## src/rtl/cache_ctrl_assoc_if.sv

```systemverilog
// Signal bundle between the associative cache controller and its CPU port, memory port and arrays.
// master is the surrounding datapath/CPU/memory side, slave is the controller itself.
interface cache_ctrl_assoc_if #(
   parameter int WAYS  = 2,
   parameter int WORDS = 4,
   parameter int BYTES = 4
);
   localparam int WAY_W  = (WAYS > 1) ? $clog2(WAYS) : 1;
   localparam int WSEL_W = $clog2(WORDS);

   logic              req_cpu;
   logic              wr_cpu;
   logic [BYTES-1:0]  be_cpu;
   logic [WSEL_W-1:0] word_sel;
   logic              rdy_cpu;
   logic [WAYS-1:0]   hit_way;
   logic [WAYS-1:0]   valid_way;
   logic [WAYS-1:0]   dirty_way;
   logic              req_low;
   logic              wr_low;
   logic [WSEL_W-1:0] beat_low;
   logic              rdy_low;
   logic [WAYS-1:0]   way_we;
   logic [WORDS-1:0]  word_en;
   logic [BYTES-1:0]  byte_en;
   logic              data_sel;
   logic [WAY_W-1:0]  rd_way;
   logic              tag_we;
   logic              valid_new;
   logic              dirty_new;
   logic              asel;

   modport master (
      output req_cpu, wr_cpu, be_cpu, word_sel, hit_way, valid_way, dirty_way, rdy_low,
      input  rdy_cpu, req_low, wr_low, beat_low, way_we, word_en, byte_en, data_sel,
             rd_way, tag_we, valid_new, dirty_new, asel
   );

   modport slave (
      input  req_cpu, wr_cpu, be_cpu, word_sel, hit_way, valid_way, dirty_way, rdy_low,
      output rdy_cpu, req_low, wr_low, beat_low, way_we, word_en, byte_en, data_sel,
             rd_way, tag_we, valid_new, dirty_new, asel
   );
endinterface

```

## src/rtl/cache_ctrl_assoc.sv

```systemverilog
// Control FSM for a WAYS-way set-associative write-back, write-allocate cache with
// word-by-word victim writeback and a WORDS-beat refill followed by a replayed lookup.
module cache_ctrl_assoc #(
   parameter int WAYS  = 2,
   parameter int WORDS = 4,
   parameter int BYTES = 4
) (
   input logic               clk,
   input logic               rst,
   cache_ctrl_assoc_if.slave bus
);
   localparam int WAY_W  = (WAYS > 1) ? $clog2(WAYS) : 1;
   localparam int WSEL_W = $clog2(WORDS);
   localparam logic [WSEL_W-1:0] LAST_BEAT = WSEL_W'(WORDS - 1);

   typedef enum logic [1:0] {S_INIT, S_LOOKUP, S_WB, S_REFILL} state_t;

   state_t            state_reg, state_next;
   logic [WAY_W-1:0]  victim_reg, victim_next;
   logic [WAY_W-1:0]  rr_ptr_reg, rr_ptr_next;
   logic [WSEL_W-1:0] beat_reg, beat_next;

   logic [WAY_W-1:0]  hit_idx;
   logic [WAY_W-1:0]  free_idx;
   logic [WAY_W-1:0]  victim_sel;
   logic              any_hit;
   logic              any_free;
   logic              last_beat;

   // Descending scan so the lowest matching index is the one that sticks.
   always_comb begin
      hit_idx  = '0;
      free_idx = '0;
      for (int i = WAYS - 1; i >= 0; i--) begin
         if (bus.hit_way[i])
            hit_idx = WAY_W'(i);
         if (!bus.valid_way[i])
            free_idx = WAY_W'(i);
      end
   end

   assign any_hit    = |bus.hit_way;
   assign any_free   = ~&bus.valid_way;
   assign victim_sel = any_free ? free_idx : rr_ptr_reg;
   assign last_beat  = (beat_reg == LAST_BEAT);

   always_ff @(posedge clk or posedge rst) begin
      if (rst) begin
         state_reg  <= S_INIT;
         victim_reg <= '0;
         rr_ptr_reg <= '0;
         beat_reg   <= '0;
      end else begin
         state_reg  <= state_next;
         victim_reg <= victim_next;
         rr_ptr_reg <= rr_ptr_next;
         beat_reg   <= beat_next;
      end
   end

   always_comb begin
      state_next  = state_reg;
      victim_next = victim_reg;
      rr_ptr_next = rr_ptr_reg;
      beat_next   = beat_reg;
      case (state_reg)
         S_INIT: state_next = S_LOOKUP;
         S_LOOKUP: begin
            if (bus.req_cpu && !any_hit) begin
               victim_next = victim_sel;
               // Round-robin only advances when no free way absorbed the miss.
               if (!any_free && (WAYS > 1))
                  rr_ptr_next = rr_ptr_reg + 1'b1;
               state_next = (bus.valid_way[victim_sel] && bus.dirty_way[victim_sel]) ? S_WB : S_REFILL;
            end
         end
         S_WB: begin
            if (bus.rdy_low) begin
               beat_next = beat_reg + 1'b1;
               if (last_beat) begin
                  beat_next  = '0;
                  state_next = S_REFILL;
               end
            end
         end
         S_REFILL: begin
            if (bus.rdy_low) begin
               beat_next = beat_reg + 1'b1;
               if (last_beat) begin
                  beat_next  = '0;
                  state_next = S_LOOKUP;
               end
            end
         end
         default: state_next = S_INIT;
      endcase
   end

   always_comb begin
      bus.rdy_cpu   = 1'b0;
      bus.req_low   = 1'b0;
      bus.wr_low    = 1'b0;
      bus.beat_low  = '0;
      bus.way_we    = '0;
      bus.word_en   = '0;
      bus.byte_en   = '0;
      bus.data_sel  = 1'b0;
      bus.rd_way    = '0;
      bus.tag_we    = 1'b0;
      bus.valid_new = 1'b0;
      bus.dirty_new = 1'b0;
      bus.asel      = 1'b0;
      case (state_reg)
         S_LOOKUP: begin
            if (bus.req_cpu && any_hit) begin
               bus.rdy_cpu = 1'b1;
               bus.rd_way  = hit_idx;
               if (bus.wr_cpu) begin
                  bus.way_we    = WAYS'(1) << hit_idx;
                  bus.word_en   = WORDS'(1) << bus.word_sel;
                  bus.byte_en   = bus.be_cpu;
                  bus.tag_we    = 1'b1;
                  bus.valid_new = 1'b1;
                  bus.dirty_new = 1'b1;
               end
            end
         end
         S_WB: begin
            bus.req_low  = 1'b1;
            bus.wr_low   = 1'b1;
            bus.asel     = 1'b1;
            bus.rd_way   = victim_reg;
            bus.beat_low = beat_reg;
         end
         S_REFILL: begin
            bus.req_low  = 1'b1;
            bus.rd_way   = victim_reg;
            bus.beat_low = beat_reg;
            if (bus.rdy_low) begin
               bus.way_we   = WAYS'(1) << victim_reg;
               bus.word_en  = WORDS'(1) << beat_reg;
               bus.byte_en  = '1;
               bus.data_sel = 1'b1;
               if (last_beat) begin
                  bus.tag_we    = 1'b1;
                  bus.valid_new = 1'b1;
               end
            end
         end
         default: ;
      endcase
   end
endmodule

```

## src/flat_wrapper.sv

```systemverilog
// flat-port wrapper written by rule: the top's interface ports become plain ports
module cache_ctrl_assoc_flat 
#(
   parameter int WAYS  = 2,
   parameter int WORDS = 4,
   parameter int BYTES = 4
)
  (clk, rst, bus_req_cpu, bus_wr_cpu, bus_be_cpu, bus_word_sel, bus_hit_way, bus_valid_way, bus_dirty_way, bus_rdy_low, bus_rdy_cpu, bus_req_low, bus_wr_low, bus_beat_low, bus_way_we, bus_word_en, bus_byte_en, bus_data_sel, bus_rd_way, bus_tag_we, bus_valid_new, bus_dirty_new, bus_asel);
  cache_ctrl_assoc_if #(.WAYS(WAYS), .WORDS(WORDS), .BYTES(BYTES)) bus_i ();
  input logic clk;
  input logic rst;
  input wire logic [$bits(bus_i.req_cpu)-1:0] bus_req_cpu;
  input wire logic [$bits(bus_i.wr_cpu)-1:0] bus_wr_cpu;
  input wire logic [$bits(bus_i.be_cpu)-1:0] bus_be_cpu;
  input wire logic [$bits(bus_i.word_sel)-1:0] bus_word_sel;
  input wire logic [$bits(bus_i.hit_way)-1:0] bus_hit_way;
  input wire logic [$bits(bus_i.valid_way)-1:0] bus_valid_way;
  input wire logic [$bits(bus_i.dirty_way)-1:0] bus_dirty_way;
  input wire logic [$bits(bus_i.rdy_low)-1:0] bus_rdy_low;
  output wire logic [$bits(bus_i.rdy_cpu)-1:0] bus_rdy_cpu;
  output wire logic [$bits(bus_i.req_low)-1:0] bus_req_low;
  output wire logic [$bits(bus_i.wr_low)-1:0] bus_wr_low;
  output wire logic [$bits(bus_i.beat_low)-1:0] bus_beat_low;
  output wire logic [$bits(bus_i.way_we)-1:0] bus_way_we;
  output wire logic [$bits(bus_i.word_en)-1:0] bus_word_en;
  output wire logic [$bits(bus_i.byte_en)-1:0] bus_byte_en;
  output wire logic [$bits(bus_i.data_sel)-1:0] bus_data_sel;
  output wire logic [$bits(bus_i.rd_way)-1:0] bus_rd_way;
  output wire logic [$bits(bus_i.tag_we)-1:0] bus_tag_we;
  output wire logic [$bits(bus_i.valid_new)-1:0] bus_valid_new;
  output wire logic [$bits(bus_i.dirty_new)-1:0] bus_dirty_new;
  output wire logic [$bits(bus_i.asel)-1:0] bus_asel;
  assign bus_i.req_cpu = bus_req_cpu;
  assign bus_i.wr_cpu = bus_wr_cpu;
  assign bus_i.be_cpu = bus_be_cpu;
  assign bus_i.word_sel = bus_word_sel;
  assign bus_i.hit_way = bus_hit_way;
  assign bus_i.valid_way = bus_valid_way;
  assign bus_i.dirty_way = bus_dirty_way;
  assign bus_i.rdy_low = bus_rdy_low;
  assign bus_rdy_cpu = bus_i.rdy_cpu;
  assign bus_req_low = bus_i.req_low;
  assign bus_wr_low = bus_i.wr_low;
  assign bus_beat_low = bus_i.beat_low;
  assign bus_way_we = bus_i.way_we;
  assign bus_word_en = bus_i.word_en;
  assign bus_byte_en = bus_i.byte_en;
  assign bus_data_sel = bus_i.data_sel;
  assign bus_rd_way = bus_i.rd_way;
  assign bus_tag_we = bus_i.tag_we;
  assign bus_valid_new = bus_i.valid_new;
  assign bus_dirty_new = bus_i.dirty_new;
  assign bus_asel = bus_i.asel;
  cache_ctrl_assoc #(.WAYS(WAYS), .WORDS(WORDS), .BYTES(BYTES)) u_core (.clk(clk), .rst(rst), .bus(bus_i));
endmodule
```

## config.mk

```make
export PLATFORM = sky130hd
export DESIGN_NAME = cache_ctrl_assoc_flat
export DESIGN_NICKNAME = d
export VERILOG_FILES = /design/src/rtl/cache_ctrl_assoc_if.sv /design/src/rtl/cache_ctrl_assoc.sv /design/src/flat_wrapper.sv
export SDC_FILE = /design/constraint.sdc
export NUM_CORES = 1
export LEC_CHECK = 0
export ABC_AREA = 1
export CELL_PAD_IN_SITES_DETAIL_PLACEMENT = 1
export CELL_PAD_IN_SITES_GLOBAL_PLACEMENT = 2
export CORE_MARGIN = 2
export CORE_UTILIZATION = 19
export DETAILED_ROUTE_END_ITERATION = 8
export HOLD_SLACK_MARGIN = 0.02
export PLACE_DENSITY_LB_ADDON = 0.1
export SETUP_SLACK_MARGIN = 0.1
export SYNTH_ARGS = -nofsm -noshare
export SYNTH_HDL_FRONTEND = slang
export SYNTH_SLANG_ARGS = --single-unit
```

## constraint.sdc

```tcl
create_clock -name clk -period 2.7 [get_ports clk]
set_input_delay 0.405 -clock clk [delete_from_list [all_inputs] [get_ports clk]]
set_output_delay 0.405 -clock clk [all_outputs]
set_load 0.03 [all_outputs]
```

==> summary.md <==
| Metric | Value |
|---|---|
| Worst hold slack | `0.401 ns` |
| Min Tclk post-route | `2.40 ns` |
| Avg Cell Area, Syn | `6.52 um^2` |
| Synth top area cells | `dfrtp_1 23%, nand2_1 19%, ha_1 16%, inv_1 12%, o21ai_1 3.9%` |
| Maximum clock path buffer count | `2` |
| Net count, final | `164` |
| Die width | `62.0 um` |
| GRT Total Usage | `0.104` |
| Ports | `38` |
| Port bufs | `37` |
| Cells after synthesis | `98` |
| First-pass GRT wire length | `2990 um` |
| Global routing's busiest layer | `met2` |
| Clk Latency, worst-skew pair | `0.24 ns` |
| Top FF cell, synth | `dfrtp_1` |
| Tightest Pin Transition | `0.334 ns` |
| ANT cells | `0` |
| Pre-CTS WS | `0.125 ns` |
| Final std cells w/o fill | `183` |
| Mapped cell area | `639 um^2` |
| # setup viols final | `0` |
| Drt total wl | `1930 um` |
| Post-Place Cell Area | `0.00106 mm^2` |
| Netlist cell types | `19` |
| Crit path launch type | `register` |
| Setup Buffers After CTS | `0` |
| Synth cell count leaders | `32 x nand2_1, 20 x inv_1, 8 x ha_1` |
| Cell area after layout | `0.00111 mm^2` |
| Row Count | `21` |
| Routed vias/inst | `3.91` |
| Initial Utilization | `0.195` |
| Post-synth EDFFs | `0` |
| Max_cap viols | `0` |
| Core Area | `0.00328 mm^2` |
| Final Power | `984 uW` |
| Power Dens Cells | `888 mW/mm^2` |
| Synthesized flop and latch total | `6` |
| GRT Residual Overflow | `0` |
| H-tree depth | `1` |
| Syn nets | `123` |
| Drt first pass iters | `4` |
| CTS buffer count | `3` |
| Initial antenna violation count | `0` |
| M2 GR Usage | `0.173` |
| Synth area leader | `dfrtp_1` |
| RR Startpoint | `u_core.state_reg[0]` |
| Hold Vio Cnt, Final | `0` |
| Clock sink count | `6` |
| CP Data Required Time | `2.30 ns` |
| Post-DP HPWL | `1650 um` |
| Largest net degree at the start of global routing | `8` |
| Most frequent cell after synthesis | `nand2_1` |
| CTS clk-pin slew, worst paths | `0.05 ns` |
| WP data arrival | `2.00 ns` |
| Met3 Usage GRT | `0.0228` |
| Ys Warns | `0` |
| Leakage power | `0.743 nW` |
| Vias in the first global route | `686` |
| Initial DRC Count | `24` |
| Count of pins over their slew limit | `0` |
| CTS tree | `done` |
| Period utilization | `0.890` |
| Area fraction of the dominant cell type after synthesis | `0.235` |
| Crit path kind | `reg2out` |
| Crit-path most repeated cell | `inv_1` |
| Maximum vdd drop | `0.000349 V` |
| Root Driver | `clkbuf_4` |
| Crit path largest cell delay | `0.67 ns` |
| Vias | `716` |
| Placed Cells | `180` |
| Max-slew headroom | `0.777` |
| CP Launch Point | `u_core.state_reg[0]` |
| Outcome | `finished, final reports clean` |
| Post-synth ARST share | `1.00` |
| Crit-path cells | `inv_1 > ha_1 > inv_1 > nand2_1 > inv_1 > nor2_1 > clkdlybuf4s50_1` |
| Post-route ant nets | `0` |
| Share of cells above drive strength 1 | `0.0803` |
| Setup_tns | `0 ns` |
| Die ar. | `0.00385 mm^2` |
| Routed wire length per instance | `10.6 um` |
| Max Freq | `0.416 GHz` |
| Clock Skew | `0.000465 ns` |
| Max FO, Critical Path | `4` |
| Sequential element share of the synthesized area | `0.235` |
| Final Worst Setup Slack | `0.297 ns` |
| DR DRC count | `0` |
| Worst hold-check path type | `in2async` |
| Final Util | `0.338` |
| Slowest cell on the critical path | `clkdlybuf4s50_1` |
| RSZ-0062 raised after global routing | `false` |
| Final Wtd Congestion | `0.691` |
| Layout area overhead | `73.4%` |
| Met1 Resource Use GR | `0.136` |
| Die H | `62.0 um` |
| Worst setup EP type | `primary output` |
## placed cells by master, fill, tap and decap left out, types with 3 or more instances in the layout
master	instances
inv_1	20
dfrtp_1	6
dlymetal6s2s_1	12
ha_1	8
clkbuf_4	3
o21ai_1	5
o21ai_0	3
nand3_1	4
dlygate4sd2_1	3
nor2_1	5
clkdlybuf4s50_1	22
nand2_1	32
## cell type report
class,instances,area (um^2)
fillers,410,2180
repair buffers,38,404
multi-input cells,69,394
flip-flops and latches,6,150
inverters,21,80.1
well taps,46,57.6
clock buffers,3,22.5
## routing by layer
metal  part of all wire  vias to the layer above
met3              0.076                        2
met2               0.48                       22
met5                  0                        -
met4             0.0088                        0
li1                   -                      376
met1               0.44                      316
## repair_timing
| action | CTS | global route |
|---|---|---|
| setup endpoints to repair | 3 | 12 |
| gates resized for setup | 3 | 12 |
| endpoints found under the hold margin | 0 | 0 |
| hold buffers | 0 | 0 |
## worst max-delay path: cells and delay by family (launching register included)
family                     cells  cell delay [ns]
buffers and inverters          4             0.92
DFF                            1             0.41
and+or+nand+nor                2             0.22
adders and majority gates      1             0.19
## path summary, 6_finish.rpt
check                                      endpoint  slack [ns]  depth (start not counted)
max in group asynchronous         u_core.victim_reg        2.09                          2
worst max register to register  u_core.state_reg[0]        1.24                          8
min in group clk                u_core.state_reg[1]        0.54                          2
worst max-delay path                bus_beat_low[1]        0.30                          7
worst min-delay path             u_core.beat_reg[1]        0.40                          2
worst min register to register  u_core.state_reg[1]        0.54                          2
## report_power, final
part	internal, mW	switching (mW)	leakage (nW)	total [mW]
clock network	0.0504	0.0343	0.0138	0.0847
logic	0.274	0.451	0.659	0.725
registers	0.135	0.0393	0.0703	0.175
## cells by family after synthesis
| kind of cell | after synthesis | share of synthesized area |
|---|---|---|
| and+or+nand+nor | 47 | 0.337 |
| buffers and inverters | 23 | 0.149 |
| adders and majority gates | 8 | 0.157 |
| AOI/OAI and AO/OA | 13 | 0.110 |
| DFF | 6 | 0.235 |
| xor gates and xnor gates | 1 | 0.0137 |
(Power assumes the default switching activity.)
